File: src/rtl/bus_arbiter_if.sv
// Bus bundle between the two CPU-side requesters (ibus, dbus), the
// shared memory port and the arbiter. The arbiter uses the slave view.
interface bus_arbiter_if;
   logic        ireq_valid;
   logic [63:0] ireq_addr;
   logic        iresp_addr_ok;
   logic        iresp_data_ok;
   logic [31:0] iresp_data;

   logic        dreq_valid;
   logic [63:0] dreq_addr;
   logic [2:0]  dreq_size;
   logic [7:0]  dreq_strobe;
   logic [63:0] dreq_data;
   logic        dresp_addr_ok;
   logic        dresp_data_ok;
   logic [63:0] dresp_data;

   logic        mreq_valid;
   logic        mreq_is_write;
   logic [63:0] mreq_addr;
   logic [2:0]  mreq_size;
   logic [7:0]  mreq_strobe;
   logic [63:0] mreq_data;
   logic        mresp_ready;
   logic [63:0] mresp_data;

   modport slave (
      input  ireq_valid, ireq_addr,
      input  dreq_valid, dreq_addr, dreq_size, dreq_strobe, dreq_data,
      input  mresp_ready, mresp_data,
      output iresp_addr_ok, iresp_data_ok, iresp_data,
      output dresp_addr_ok, dresp_data_ok, dresp_data,
      output mreq_valid, mreq_is_write, mreq_addr, mreq_size, mreq_strobe, mreq_data
   );

   modport master (
      output ireq_valid, ireq_addr,
      output dreq_valid, dreq_addr, dreq_size, dreq_strobe, dreq_data,
      output mresp_ready, mresp_data,
      input  iresp_addr_ok, iresp_data_ok, iresp_data,
      input  dresp_addr_ok, dresp_data_ok, dresp_data,
      input  mreq_valid, mreq_is_write, mreq_addr, mreq_size, mreq_strobe, mreq_data
   );
endinterface

File: src/rtl/bus_arbiter.sv
// Two-requester arbiter (instruction fetch / data) in front of a single
// memory port. One transaction at a time: grant in IDLE, hold the latched
// request on the memory port in BUSY, hand the response back in RESP.
module bus_arbiter #(
   parameter bit DBUS_FIRST = 1'b1
) (
   input  logic         clk,
   input  logic         reset,
   bus_arbiter_if.slave bus
);

   typedef enum logic [1:0] {
      IDLE = 2'd0,
      BUSY = 2'd1,
      RESP = 2'd2
   } state_t;

   state_t      state;
   state_t      state_next;
   logic        grant_i;
   logic        grant_d;
   logic        in_busy;
   logic        in_resp;

   // Latched transaction; owner 0 = ibus, 1 = dbus.
   logic        owner;
   logic        is_write;
   logic [63:0] addr;
   logic [2:0]  size;
   logic [7:0]  strobe;
   logic [63:0] wdata;
   logic [63:0] rdata;

   // Next-state and grant decision; grants only happen from IDLE.
   always_comb begin
      state_next = state;
      grant_i    = 1'b0;
      grant_d    = 1'b0;
      case (state)
         IDLE: begin
            if (bus.dreq_valid && (DBUS_FIRST || !bus.ireq_valid))
               grant_d = 1'b1;
            else if (bus.ireq_valid)
               grant_i = 1'b1;
            if (grant_i || grant_d)
               state_next = BUSY;
         end
         BUSY: begin
            if (bus.mresp_ready)
               state_next = RESP;
         end
         RESP: begin
            state_next = IDLE;
         end
         default: begin
            state_next = IDLE;
         end
      endcase
   end

   // State register.
   always_ff @(posedge clk) begin
      if (reset)
         state <= IDLE;
      else
         state <= state_next;
   end

   // Capture the granted request and the memory read data.
   always_ff @(posedge clk) begin
      if (reset) begin
         owner    <= 1'b0;
         is_write <= 1'b0;
         addr     <= '0;
         size     <= '0;
         strobe   <= '0;
         wdata    <= '0;
         rdata    <= '0;
      end else begin
         if (grant_d) begin
            owner    <= 1'b1;
            is_write <= |bus.dreq_strobe;
            addr     <= bus.dreq_addr;
            size     <= bus.dreq_size;
            strobe   <= bus.dreq_strobe;
            wdata    <= bus.dreq_data;
         end else if (grant_i) begin
            // Fetches are always 4-byte reads.
            owner    <= 1'b0;
            is_write <= 1'b0;
            addr     <= bus.ireq_addr;
            size     <= 3'b010;
            strobe   <= '0;
            wdata    <= '0;
         end
         if (state == BUSY && bus.mresp_ready)
            rdata <= bus.mresp_data;
      end
   end

   assign in_busy = (state == BUSY);
   assign in_resp = (state == RESP);

   // Memory port shows only registered values, and only while BUSY.
   assign bus.mreq_valid    = in_busy;
   assign bus.mreq_is_write = in_busy & is_write;
   assign bus.mreq_addr     = in_busy ? addr   : '0;
   assign bus.mreq_size     = in_busy ? size   : '0;
   assign bus.mreq_strobe   = in_busy ? strobe : '0;
   assign bus.mreq_data     = in_busy ? wdata  : '0;

   assign bus.iresp_addr_ok = grant_i;
   assign bus.dresp_addr_ok = grant_d;

   // A requester that dropped its valid before RESP gets no data_ok.
   assign bus.iresp_data_ok = in_resp & ~owner & bus.ireq_valid;
   assign bus.dresp_data_ok = in_resp &  owner & bus.dreq_valid;

   // The fetch word is picked from the 64-bit line by address bit 2.
   assign bus.iresp_data = !bus.iresp_data_ok ? '0 :
                           (addr[2] ? rdata[63:32] : rdata[31:0]);
   assign bus.dresp_data = bus.dresp_data_ok ? rdata : '0;

endmodule

File: src/flat_wrapper.sv
// flat-port wrapper written by rule: the top's interface ports become plain ports
module bus_arbiter_flat 
#(
   parameter bit DBUS_FIRST = 1'b1
)
  (clk, reset, bus_ireq_valid, bus_ireq_addr, bus_dreq_valid, bus_dreq_addr, bus_dreq_size, bus_dreq_strobe, bus_dreq_data, bus_mresp_ready, bus_mresp_data, bus_iresp_addr_ok, bus_iresp_data_ok, bus_iresp_data, bus_dresp_addr_ok, bus_dresp_data_ok, bus_dresp_data, bus_mreq_valid, bus_mreq_is_write, bus_mreq_addr, bus_mreq_size, bus_mreq_strobe, bus_mreq_data);
  bus_arbiter_if bus_i ();
  input  logic clk;
  input  logic reset;
  input wire logic [$bits(bus_i.ireq_valid)-1:0] bus_ireq_valid;
  input wire logic [$bits(bus_i.ireq_addr)-1:0] bus_ireq_addr;
  input wire logic [$bits(bus_i.dreq_valid)-1:0] bus_dreq_valid;
  input wire logic [$bits(bus_i.dreq_addr)-1:0] bus_dreq_addr;
  input wire logic [$bits(bus_i.dreq_size)-1:0] bus_dreq_size;
  input wire logic [$bits(bus_i.dreq_strobe)-1:0] bus_dreq_strobe;
  input wire logic [$bits(bus_i.dreq_data)-1:0] bus_dreq_data;
  input wire logic [$bits(bus_i.mresp_ready)-1:0] bus_mresp_ready;
  input wire logic [$bits(bus_i.mresp_data)-1:0] bus_mresp_data;
  output wire logic [$bits(bus_i.iresp_addr_ok)-1:0] bus_iresp_addr_ok;
  output wire logic [$bits(bus_i.iresp_data_ok)-1:0] bus_iresp_data_ok;
  output wire logic [$bits(bus_i.iresp_data)-1:0] bus_iresp_data;
  output wire logic [$bits(bus_i.dresp_addr_ok)-1:0] bus_dresp_addr_ok;
  output wire logic [$bits(bus_i.dresp_data_ok)-1:0] bus_dresp_data_ok;
  output wire logic [$bits(bus_i.dresp_data)-1:0] bus_dresp_data;
  output wire logic [$bits(bus_i.mreq_valid)-1:0] bus_mreq_valid;
  output wire logic [$bits(bus_i.mreq_is_write)-1:0] bus_mreq_is_write;
  output wire logic [$bits(bus_i.mreq_addr)-1:0] bus_mreq_addr;
  output wire logic [$bits(bus_i.mreq_size)-1:0] bus_mreq_size;
  output wire logic [$bits(bus_i.mreq_strobe)-1:0] bus_mreq_strobe;
  output wire logic [$bits(bus_i.mreq_data)-1:0] bus_mreq_data;
  assign bus_i.ireq_valid = bus_ireq_valid;
  assign bus_i.ireq_addr = bus_ireq_addr;
  assign bus_i.dreq_valid = bus_dreq_valid;
  assign bus_i.dreq_addr = bus_dreq_addr;
  assign bus_i.dreq_size = bus_dreq_size;
  assign bus_i.dreq_strobe = bus_dreq_strobe;
  assign bus_i.dreq_data = bus_dreq_data;
  assign bus_i.mresp_ready = bus_mresp_ready;
  assign bus_i.mresp_data = bus_mresp_data;
  assign bus_iresp_addr_ok = bus_i.iresp_addr_ok;
  assign bus_iresp_data_ok = bus_i.iresp_data_ok;
  assign bus_iresp_data = bus_i.iresp_data;
  assign bus_dresp_addr_ok = bus_i.dresp_addr_ok;
  assign bus_dresp_data_ok = bus_i.dresp_data_ok;
  assign bus_dresp_data = bus_i.dresp_data;
  assign bus_mreq_valid = bus_i.mreq_valid;
  assign bus_mreq_is_write = bus_i.mreq_is_write;
  assign bus_mreq_addr = bus_i.mreq_addr;
  assign bus_mreq_size = bus_i.mreq_size;
  assign bus_mreq_strobe = bus_i.mreq_strobe;
  assign bus_mreq_data = bus_i.mreq_data;
  bus_arbiter #(.DBUS_FIRST(DBUS_FIRST)) u_core (.clk(clk), .reset(reset), .bus(bus_i));
endmodule
File: config.mk
export PLATFORM = sky130hd
export DESIGN_NAME = bus_arbiter_flat
export DESIGN_NICKNAME = d
export VERILOG_FILES = /design/src/rtl/bus_arbiter_if.sv /design/src/rtl/bus_arbiter.sv /design/src/flat_wrapper.sv
export SDC_FILE = /design/constraint.sdc
export NUM_CORES = 1
export LEC_CHECK = 0
export ABC_AREA = 1
export CAP_MARGIN = 30
export CORE_AREA = 2 2 199 201
export DETAILED_ROUTE_END_ITERATION = 10
export DIE_AREA = 0 0 201 203
export PLACE_DENSITY_LB_ADDON = 0.3
export SETUP_SLACK_MARGIN = 0.15
export SLEW_MARGIN = 10
export SYNTH_ARGS = -nofsm -noshare
export SYNTH_HDL_FRONTEND = slang
export SYNTH_SLANG_ARGS = --single-unit
File: constraint.sdc
create_clock -name clk -period 2.4 [get_ports clk]
set_input_delay 0.72 -clock clk [delete_from_list [all_inputs] [get_ports clk]]
set_output_delay 0.72 -clock clk [all_outputs]
set_load 0.005 [all_outputs]
==> flow_metrics.env, run 1 <==
export IMPL_crit_path_start_kind="flip-flop"
export IMPL_synth_edff_count=0
export IMPL_floorplan_initialDensity=0.271
export IMPL_tritoncts="built"
export IMPL_hold_viol_final=0
export IMPL_power_density_nw_per_um2=570
export IMPL_hold_path_class="flip-flop to flip-flop"
export IMPL_synth_common_cells="sky130_fd_sc_hd__inv_1, sky130_fd_sc_hd__nand2_1, sky130_fd_sc_hd__nor2_1"
export IMPL_core_rowCount=72
export IMPL_yosysMostFrequentCell="sky130_fd_sc_hd__inv_1"
export IMPL_h_tree_levels=1
export IMPL_final_net_count=2424
export IMPL_drt_first_pass_iters=5
export IMPL_finalHoldWorstSlack_ns=0.462
export IMPL_clkSinkCount=207
export IMPL_fin_skew_ns=0.0247
export IMPL_grt_overflow=0
export IMPL_synth_top_flop_cell="sky130_fd_sc_hd__dfxtp_1"
export IMPL_grt_pass1_vias=11400
export IMPL_routed_wl_mm=41.8
export IMPL_antenna_left=0
export IMPL_timing_critical_path_cells="inv_2, nor2_2, inv_4, buf_12, nor2_1, clkdlybuf4s50_1"
export IMPL_synth_register_bits=207
export IMPL_crit_start="u_core.state[0]"
export IMPL_clk_root_buffer_cell="sky130_fd_sc_hd__clkbuf_16"
export IMPL_dieWidth_um=201
export IMPL_cts_root_to_sink_buffers=3
export IMPL_dr_total_vias=12000
export IMPL_place_area_um2=16200
export IMPL_cp_data_required_time_ns=1.68
export IMPL_reg2reg_setup_slack_ns=0.36
export IMPL_status="complete, but fails checks"
export IMPL_fillCellCount=3906
export IMPL_critical_path_reg2reg_endpoint="u_core.addr[58]"
export IMPL_hpwlAfterDp_mm=29.6
export IMPL_synth_cell_area_um2=10400
export IMPL_area_growth_syn_to_layout_pct=67.7
export IMPL_slowest_stage="sky130_fd_sc_hd__clkdlybuf4s50_1"
export IMPL_cp_data_arrival_time_ns=2.06
export IMPL_boundaryPins=513
export IMPL_synthDominantAreaCellType="sky130_fd_sc_hd__dfxtp_1"
export IMPL_timing_max_transition_violations_final=0
export IMPL_period_minus_slack_ns=2.78
export IMPL_vias_per_cell=4.46
export IMPL_ys_top_cells_by_area="sky130_fd_sc_hd__dfxtp_1, sky130_fd_sc_hd__inv_1, sky130_fd_sc_hd__a21oi_1, sky130_fd_sc_hd__nand2_1, sky130_fd_sc_hd__nor2_1"
export IMPL_synth_distinct_cells=18
export IMPL_setup_violation_total_in_the_final_timing_report=186
export IMPL_dp_cells=2619
export IMPL_grt_max_degree=76
export IMPL_die_y_um=203
export IMPL_grt_pass1_wl_mm=62.1
export IMPL_synth_sequential_area_ratio=0.397
export IMPL_ys_warnings_count=0
export IMPL_final_setup_worst_slack_ns=-0.383
export IMPL_worst_r2r_path_depth=7
export IMPL_routabilityCongestion=0.903
export IMPL_cp_endpoint="bus_mreq_addr[4]"
export IMPL_postSynthAreaPerCell_um2=6.27
export IMPL_vdd_ir_drop_worst_mv=0.450
export IMPL_synthDominantCellAreaShare=0.397
export IMPL_async_reset_ff_frac=0
export IMPL_postLayoutCellArea_um2=17500
export IMPL_worst_setup_path_type="flip-flop to output pin"
export IMPL_routedWlPerCell_um=15.6
export IMPL_static_leakage_power_nw=7.62
export IMPL_clock_fmax_ghz=0.359
export IMPL_synthesis_instances=1663
export IMPL_grt_antenna_before_repair=0
export IMPL_max_cap_violations=0
export IMPL_slowest_delay_ns=0.54
export IMPL_clkSlewWorstSetupHoldPaths_ns=0.06
export IMPL_synth_nets=1935
export IMPL_design_die_area_um2=40800
export IMPL_drt_iter0_drc=524
export IMPL_grt_total_usage=0.189
export IMPL_worstSetupEndpointType="output pin"
export IMPL_min_period_over_period=1.16
export IMPL_antenna_cells_inserted=0
export IMPL_r2r_start="u_core.state[0]"
export IMPL_drive_gt1_frac=0.112
export IMPL_cts_inserted_buffers=25
export IMPL_drt_drc_violations_left=0
export IMPL_layoutNonFillerInstCount=2687
export IMPL_clkLatencyLatePin_ns=0.55
export IMPL_timing_worst_slew_pin_value_ns=0.809
export IMPL_violations_in_the_final_reports="negative setup slack"
export IMPL_core_region_area_um2=38500
export IMPL_max_slew_margin_rel=0.460
export IMPL_critPathMaxFanout=51
export IMPL_number_of_buffer_cells_added_on_primary_ports=512
export IMPL_grt_setup_unrepaired="true"
-- area by class of cell --
| type | count | area (um2) | share of cell area |
|---|---|---|---|
| clock buffers | 36 | 727 | 0.0416 |
| clock inverters | 8 | 136 | 0.00780 |
| inverters | 340 | 1280 | 0.0732 |
| multi-input cells | 997 | 4690 | 0.268 |
| flip-flops and latches | 207 | 4150 | 0.237 |
| well taps | 518 | 648 | 0.0371 |
| repair buffers | 581 | 5860 | 0.335 |
-- where the power goes --
group	internal [mW]	switching [mW]
combinational	1.04	1.12
sequential	3.71	0.133
clock	2.43	1.53
-- how the worst min path moves through the flow --
stage | from | slack, ns | endpoint | depth (start not counted)
floorplan | u_core.size[1] | 0.44 | u_core.size[1] | 2
global placement | u_core.wdata[8] | 0.45 | u_core.wdata[8] | 2
detailed placement | u_core.wdata[23] | 0.45 | u_core.wdata[23] | 2
CTS | u_core.wdata[31] | 0.46 | u_core.wdata[31] | 2
global route | u_core.size[2] | 0.47 | u_core.size[2] | 2
finish | u_core.addr[40] | 0.46 | u_core.addr[40] | 2
-- worst max-delay path: cells and delay by family, from the launching register on --
| family | cells | cell delay, ns |
|---|---|---|
| AND/OR/NAND/NOR | 2 | 0.28 |
| flip-flops | 1 | 0.33 |
| buffers and inverters | 4 | 0.88 |
-- flip-flops by register name, indices dropped and copies added, names as in the netlist --
signal	flops
u_core.state	2
u_core.size	3
u_core.rdata	64
u_core.is_write	1
u_core.strobe	8
u_core.addr	64
u_core.wdata	64
u_core.owner	1
-- metrics by stage --
step	TNS (ns)	power [mW]	utilization	setup WS, ns
floorplan	0	4.93	-	0.353
global placement	-30.66	5.99	0.422	-0.600
global route	-63.77	10.5	0.455	-0.461
finish	-42.83	9.98	0.455	-0.383
detailed placement	-32.64	6.02	0.422	-0.635
CTS	-67.72	10.1	0.450	-0.428
-- cells by family after synthesis --
family / synth area share
AND/OR/NAND/NOR: 0.266
flip-flops: 0.397
buffers and inverters: 0.175
AO/OA/AOI/OAI: 0.162
-- timing repair --
action | 4_1_cts | 5_1_grt
cloned | 4 | 1
pin swaps | 1 | 8
resized for setup | 151 | 186
setup buffers | 5 | 14
hold buffers | 0 | 0
setup endpoints to repair | 241 | 241
-- metal layers --
metal | GRT usage | vias to the layer above | wire length [um]
li1 | - | 5987 | -
met1 | 0.214 | 5450 | 16600
met2 | 0.331 | 459 | 20000
met3 | 0.0587 | 82 | 3610
met4 | 0.0780 | 0 | 1660
met5 | 0 | - | 0
-- layout by cell type (no fill, tap or decap), drive strengths merged, types with 3 or more instances in the layout --
cell | Yosys | final
clkbuf | 48 | 65
dlygate4sd2 | 0 | 23
nand3 | 129 | 129
dfxtp | 207 | 207
nand2 | 285 | 285
a21oi | 237 | 237
nor2 | 278 | 278
clkdlybuf4s50 | 0 | 387
o21bai | 64 | 64
inv | 340 | 342
clkdlybuf4s15 | 0 | 30
buf | 71 | 89
dlymetal6s2s | 0 | 22
bufinv | 0 | 3
Power figures use the tool's default switching activity.
==> inputs of run 2 (changes only) <==
- SKIP_LAST_GASP: unset -> 1
==> flow_metrics.env, run 2 (synthesized netlist as in run 1, its figures left out) <==
export IMPL_status="complete, but fails checks"
export IMPL_violations_in_the_final_reports="negative setup slack"
export IMPL_pwr_share_seq=0.383
export IMPL_drt_drc_violations_left=0
export IMPL_boundaryPins=513
export IMPL_critPathMaxFanout=33
export IMPL_combPwrFrac=0.222
export IMPL_hold_path_startpoint="u_core.wdata[16]"
export IMPL_antenna_cells_inserted=0
export IMPL_reg_largest_list="u_core.addr: 64 flops, u_core.rdata: 64 flops, u_core.wdata: 64 flops"
export IMPL_min_period_over_period=1.16
export IMPL_grt_antenna_before_repair=0
export IMPL_timing_worst_slew_pin_value_ns=0.818
export IMPL_setup_violation_total_in_the_final_timing_report=189
export IMPL_clkLatencyLatePin_ns=0.54
export IMPL_power_net_switching_mw=2.82
export IMPL_drt_iter0_drc=519
export IMPL_crit_path_start_kind="flip-flop"
export IMPL_share_clk_of_total_power=0.395
export IMPL_vias_per_cell=4.49
export IMPL_power_density_nw_per_um2=568
export IMPL_cp_data_required_time_ns=1.68
export IMPL_antenna_left=0
export IMPL_max_slew_margin_rel=0.454
export IMPL_worst_r2r_path_depth=7
export IMPL_dr_total_vias=12100
export IMPL_min_delay_path_depth=2
export IMPL_layoutNonFillerInstCount=2692
export IMPL_floorplan_initialDensity=0.271
export IMPL_final_setup_worst_slack_ns=-0.390
export IMPL_design_die_area_um2=40800
export IMPL_h_tree_levels=1
export IMPL_max_cap_violations=0
export IMPL_clkSlewWorstSetupHoldPaths_ns=0.06
export IMPL_routabilityCongestion=0.903
export IMPL_power_share_switching=0.281
export IMPL_grt_total_usage=0.189
export IMPL_hold_viol_final=0
export IMPL_finalHoldWorstSlack_ns=0.463
export IMPL_cts_inserted_buffers=25
export IMPL_clk_root_buffer_cell="sky130_fd_sc_hd__clkbuf_16"
export IMPL_min_to="u_core.wdata[16]"
export IMPL_tritoncts="built"
export IMPL_reg2reg_setup_slack_ns=0.37
export IMPL_number_of_buffer_cells_added_on_primary_ports=512
export IMPL_die_y_um=203
export IMPL_area_growth_syn_to_layout_pct=69.4
export IMPL_fin_skew_ns=0.0224
export IMPL_critical_path_reg2reg_endpoint="u_core.addr[58]"
export IMPL_routed_wl_mm=42.7
export IMPL_routedWlPerCell_um=15.9
export IMPL_internal_power_mw=7.22
export IMPL_hpwlAfterDp_mm=29.6
export IMPL_dieWidth_um=201
export IMPL_core_rowCount=72
export IMPL_postLayoutCellArea_um2=17700
export IMPL_layout_cells_most_common_list="sky130_fd_sc_hd__clkdlybuf4s50_1, sky130_fd_sc_hd__inv_1, sky130_fd_sc_hd__nand2_1, sky130_fd_sc_hd__nor2_1, sky130_fd_sc_hd__a21oi_1"
export IMPL_grt_pass1_vias=11400
export IMPL_drive_gt1_frac=0.107
export IMPL_r2r_start="u_core.state[0]"
export IMPL_core_region_area_um2=38500
export IMPL_place_area_um2=16200
export IMPL_static_leakage_power_nw=7.66
export IMPL_grt_setup_unrepaired="true"
export IMPL_grt_max_degree=76
export IMPL_hold_path_class="flip-flop to flip-flop"
export IMPL_dp_cells=2619
export IMPL_final_net_count=2429
export IMPL_drt_first_pass_iters=5
export IMPL_cp_data_arrival_time_ns=2.07
export IMPL_fillCellCount=3887
export IMPL_cts_root_to_sink_buffers=3
export IMPL_vdd_ir_drop_worst_mv=0.446
export IMPL_grt_pass1_wl_mm=62.1
export IMPL_mostFrequentLayoutCell="sky130_fd_sc_hd__clkdlybuf4s50_1"
export IMPL_clkSinkCount=207
export IMPL_worstSetupEndpointType="output pin"
export IMPL_final_util=0.459
export IMPL_timing_max_transition_violations_final=0
export IMPL_hold_buf_cts=0
export IMPL_grt_overflow=0
export IMPL_worst_setup_path_type="flip-flop to output pin"
export IMPL_clock_fmax_ghz=0.358
export IMPL_period_minus_slack_ns=2.79
-- run 2: cell types whose count changed in the layout (fill, tap and decap cells not counted), moves of 3 or more --
cell and change:
sky130_fd_sc_hd__buf_2 -3, sky130_fd_sc_hd__clkdlybuf4s15_2 -7, sky130_fd_sc_hd__clkbuf_2 -3, sky130_fd_sc_hd__clkdlybuf4s15_1 -5
sky130_fd_sc_hd__dlymetal6s2s_1 +3, sky130_fd_sc_hd__dlygate4sd2_1 -12, sky130_fd_sc_hd__clkdlybuf4s50_1 +27, sky130_fd_sc_hd__nor2_2 -4
sky130_fd_sc_hd__clkbuf_16 +4
-- run 2: area by class of cell --
cell class                      instances  area [um2]  area share
Tap cell                              518         648      0.0367
Clock buffer                           36         727      0.0411
Multi-Input combinational cell        997        4690       0.266
Timing Repair Buffer                  586        6030       0.341
Clock inverter                          8         136     0.00772
Inverter                              340        1290      0.0728
Sequential cell                       207        4150       0.235
-- run 2: power groups by stage --
| stage | Clock [mW] | Sequential (mW) | Combinational (mW) |
|---|---|---|---|
| 2_1_floorplan | 0 | 3.88 | 1.05 |
| 3_3_place_gp | 0 | 3.90 | 2.09 |
| 3_5_place_dp | 0 | 3.91 | 2.10 |
| 4_1_cts | 4.08 | 3.84 | 2.15 |
| 5_1_grt | 4.24 | 3.88 | 2.45 |
| 6_report | 3.96 | 3.85 | 2.23 |
-- run 2: worst max-delay path by stage --
stage | depth (start not counted) | to | start | slack [ns]
2_1_floorplan | 4 | bus_dresp_data_ok | bus_dreq_valid | 0.35
3_5_place_dp | 7 | bus_iresp_data[5] | bus_ireq_valid | -0.63
5_1_grt | 7 | bus_dresp_data[48] | u_core.state[0] | -0.47
4_1_cts | 7 | bus_iresp_data[28] | u_core.state[0] | -0.43
6_report | 7 | bus_dresp_data[50] | u_core.state[0] | -0.39
3_3_place_gp | 7 | bus_iresp_data[7] | bus_ireq_valid | -0.60
-- run 2: worst max-delay path: stages, from the launching register on --
cell and delay (ns):
sky130_fd_sc_hd__dfxtp_2 0.32, sky130_fd_sc_hd__inv_2 0.08, sky130_fd_sc_hd__nand2_2 0.07, sky130_fd_sc_hd__inv_4 0.08, sky130_fd_sc_hd__nand3_4 0.11, sky130_fd_sc_hd__buf_12 0.19
sky130_fd_sc_hd__nor2_1 0.14, sky130_fd_sc_hd__clkdlybuf4s50_1 0.53
-- run 2: stage by stage --
stage / total power [mW] / TNS, ns / setup slack [ns]
after global placement: 5.99 / -30.66 / -0.600
after detailed placement: 6.02 / -32.64 / -0.635
after CTS: 10.1 / -75.64 / -0.428
after global routing: 10.6 / -71.38 / -0.473
final: 10.0 / -51.67 / -0.390
after floorplan: 4.93 / 0 / 0.353
-- run 2: timing repair --
action / in CTS / in global routing
gates resized for setup: 102 / 179
gates cloned: 4 / 6
pin swaps: 1 / 5
setup endpoints to repair: 241 / 241
setup buffers: 5 / 14
-- run 2: metal layers --
layer	track usage	wire (um)	vias to the layer above
li1	-	-	5998
met1	0.214	16800	5497
met2	0.330	20400	503
met3	0.0587	3730	85
met4	0.0780	1790	0
met5	0	0	-
==> inputs of run 3 (changes only) <==
- SLEW_MARGIN: 10 -> 20
- clock period: 2.4 -> 3.3 ns (I/O delays scaled with it)
==> flow_metrics.env, run 3 (synthesized netlist as in run 1, its figures left out) <==
export IMPL_status="completed"
export IMPL_clkSlewWorstSetupHoldPaths_ns=0.06
export IMPL_design_die_area_um2=40800
export IMPL_floorplan_initialDensity=0.271
export IMPL_critPathMaxFanout=8
export IMPL_vdd_ir_drop_worst_mv=0.350
export IMPL_hold_buf_cts=0
export IMPL_area_growth_syn_to_layout_pct=66.4
export IMPL_drt_iter0_drc=649
export IMPL_fin_skew_ns=0.0149
export IMPL_grt_max_degree=93
export IMPL_pwr_share_seq=0.390
export IMPL_fillCellCount=3940
export IMPL_hold_viol_final=0
export IMPL_h_tree_levels=1
export IMPL_cp_data_arrival_time_ns=2.18
export IMPL_boundaryPins=513
export IMPL_layoutNonFillerInstCount=2666
export IMPL_max_slew_margin_rel=0.461
export IMPL_routedWlPerCell_um=16.0
export IMPL_period_minus_slack_ns=3.17
export IMPL_static_leakage_power_nw=8.32
export IMPL_power_share_switching=0.279
export IMPL_vias_per_cell=4.47
export IMPL_max_cap_violations=0
export IMPL_slowest_delay_ns=0.50
export IMPL_clk_root_buffer_cell="sky130_fd_sc_hd__clkbuf_16"
export IMPL_core_rowCount=72
export IMPL_dr_total_vias=11900
export IMPL_cp_data_required_time_ns=2.31
export IMPL_routabilityCongestion=0.908
export IMPL_reg_largest_list="u_core.addr: 64 flops, u_core.rdata: 64 flops, u_core.wdata: 64 flops"
export IMPL_hold_path_class="flip-flop to flip-flop"
export IMPL_combPwrFrac=0.211
export IMPL_post_place_ws_ns=-0.277
export IMPL_antenna_left=0
export IMPL_clkLatencyLatePin_ns=0.55
export IMPL_number_of_buffer_cells_added_on_primary_ports=512
export IMPL_internal_power_mw=5.17
export IMPL_clkSinkCount=207
export IMPL_worstSetupEndpointType="output pin"
export IMPL_share_clk_of_total_power=0.399
export IMPL_postLayoutCellArea_um2=17400
export IMPL_final_net_count=2402
export IMPL_cts_inserted_buffers=25
export IMPL_grt_total_usage=0.193
export IMPL_core_region_area_um2=38500
export IMPL_grt_pass1_vias=11200
export IMPL_grt_pass1_wl_mm=62.8
export IMPL_dieWidth_um=201
export IMPL_mostFrequentLayoutCell="sky130_fd_sc_hd__clkdlybuf4s50_1"
export IMPL_grt_setup_unrepaired="true"
export IMPL_timing_critical_path_cells="buf_2, nand3_4, buf_12, buf_6, nor2_1, clkdlybuf4s50_1"
export IMPL_drt_first_pass_iters=7
export IMPL_timing_worst_slew_pin_value_ns=0.809
export IMPL_dp_cells=2597
export IMPL_grt_overflow=0
export IMPL_setup_violation_total_in_the_final_timing_report=0
export IMPL_slowest_stage="sky130_fd_sc_hd__clkdlybuf4s50_1"
export IMPL_drive_gt1_frac=0.0620
export IMPL_clock_fmax_ghz=0.316
export IMPL_worst_setup_path_type="input pin to output pin"
export IMPL_place_area_um2=16000
export IMPL_cts_root_to_sink_buffers=3
export IMPL_grt_antenna_before_repair=2
export IMPL_layout_cells_most_common_list="sky130_fd_sc_hd__clkdlybuf4s50_1, sky130_fd_sc_hd__inv_1, sky130_fd_sc_hd__nand2_1, sky130_fd_sc_hd__nor2_1, sky130_fd_sc_hd__a21oi_1"
export IMPL_routed_wl_mm=42.6
export IMPL_power_net_switching_mw=2.01
export IMPL_final_setup_worst_slack_ns=0.131
export IMPL_min_period_over_period=0.960
export IMPL_die_y_um=203
export IMPL_tritoncts="built"
export IMPL_hpwlAfterDp_mm=28.6
export IMPL_crit_path_start_kind="input pin"
export IMPL_timing_max_transition_violations_final=0
export IMPL_drt_drc_violations_left=0
export IMPL_power_density_nw_per_um2=414
[run 3: cell count changes in the layout (fill, tap and decap cells not counted), sizes merged]
cell,delta
clkdlybuf4s15,-13
diode,+2
dlygate4sd2,+32
dlymetal6s2s,+39
clkbuf,-16
clkdlybuf4s50,-31
buf,-41
clkinv,+2
[run 3: power by group through the flow]
| stage | clock network, mW | registers (mW) | logic [mW] |
|---|---|---|---|
| 6_report | 2.87 | 2.80 | 1.52 |
| 5_1_grt | 3.05 | 2.82 | 1.67 |
| 4_1_cts | 2.94 | 2.79 | 1.53 |
| 3_5_place_dp | 0 | 2.85 | 1.47 |
| 3_3_place_gp | 0 | 2.84 | 1.46 |
| 2_1_floorplan | 0 | 2.82 | 0.764 |
[run 3: metrics by stage]
stage	utilization	setup TNS (ns)	hold slack [ns]	power, mW
after detailed placement	0.415	-7.56	0.455	4.31
after floorplan	-	0	0.440	3.59
final	0.451	0	0.464	7.18
after global routing	0.451	0	0.478	7.55
after CTS	0.444	-0.0123	0.465	7.27
after global placement	0.415	-7.56	0.452	4.30
[run 3: worst paths after layout]
kind	start	end	slack [ns]	cells after the start
min reg2reg	u_core.addr[62]	u_core.addr[62]	0.46	2
min	u_core.addr[62]	u_core.addr[62]	0.46	2
max reg2reg	u_core.state[1]	u_core.addr[44]	1.26	7
max	bus_dreq_valid	bus_dresp_data[44]	0.13	6
[run 3: cell type report]
cell class,count,area (um2),share of cell area
diodes,2,5.00,0.000288
flip-flops and latches,207,4150,0.239
repair inverters,1,6.26,0.000360
multi-input cells,997,4540,0.262
repair buffers,558,5870,0.338
inverters,340,1280,0.0739
clock inverters,9,138,0.00793
clock buffers,34,719,0.0414
well taps,518,648,0.0373
[run 3: critical path: cells and delay by family]
kind	cells	cell delay [ns]
buf+inv	4	0.96
simple gates	2	0.22
[run 3: layer usage]
metal	vias to the layer above	global-route usage	routed length [um]
li1	5947	-	-
met1	5415	0.227	17100
met2	477	0.329	20300
met3	74	0.0560	3720
met4	0	0.0788	1530
met5	-	0	0
[run 3: repair_timing]
| action | in CTS | in global routing |
|---|---|---|
| gates cloned | 7 | 4 |
| gates resized for setup | 83 | 118 |
| pin swaps | 1 | 1 |
| setup endpoints to repair | 167 | 158 |
| buffers inserted | 9 | 4 |
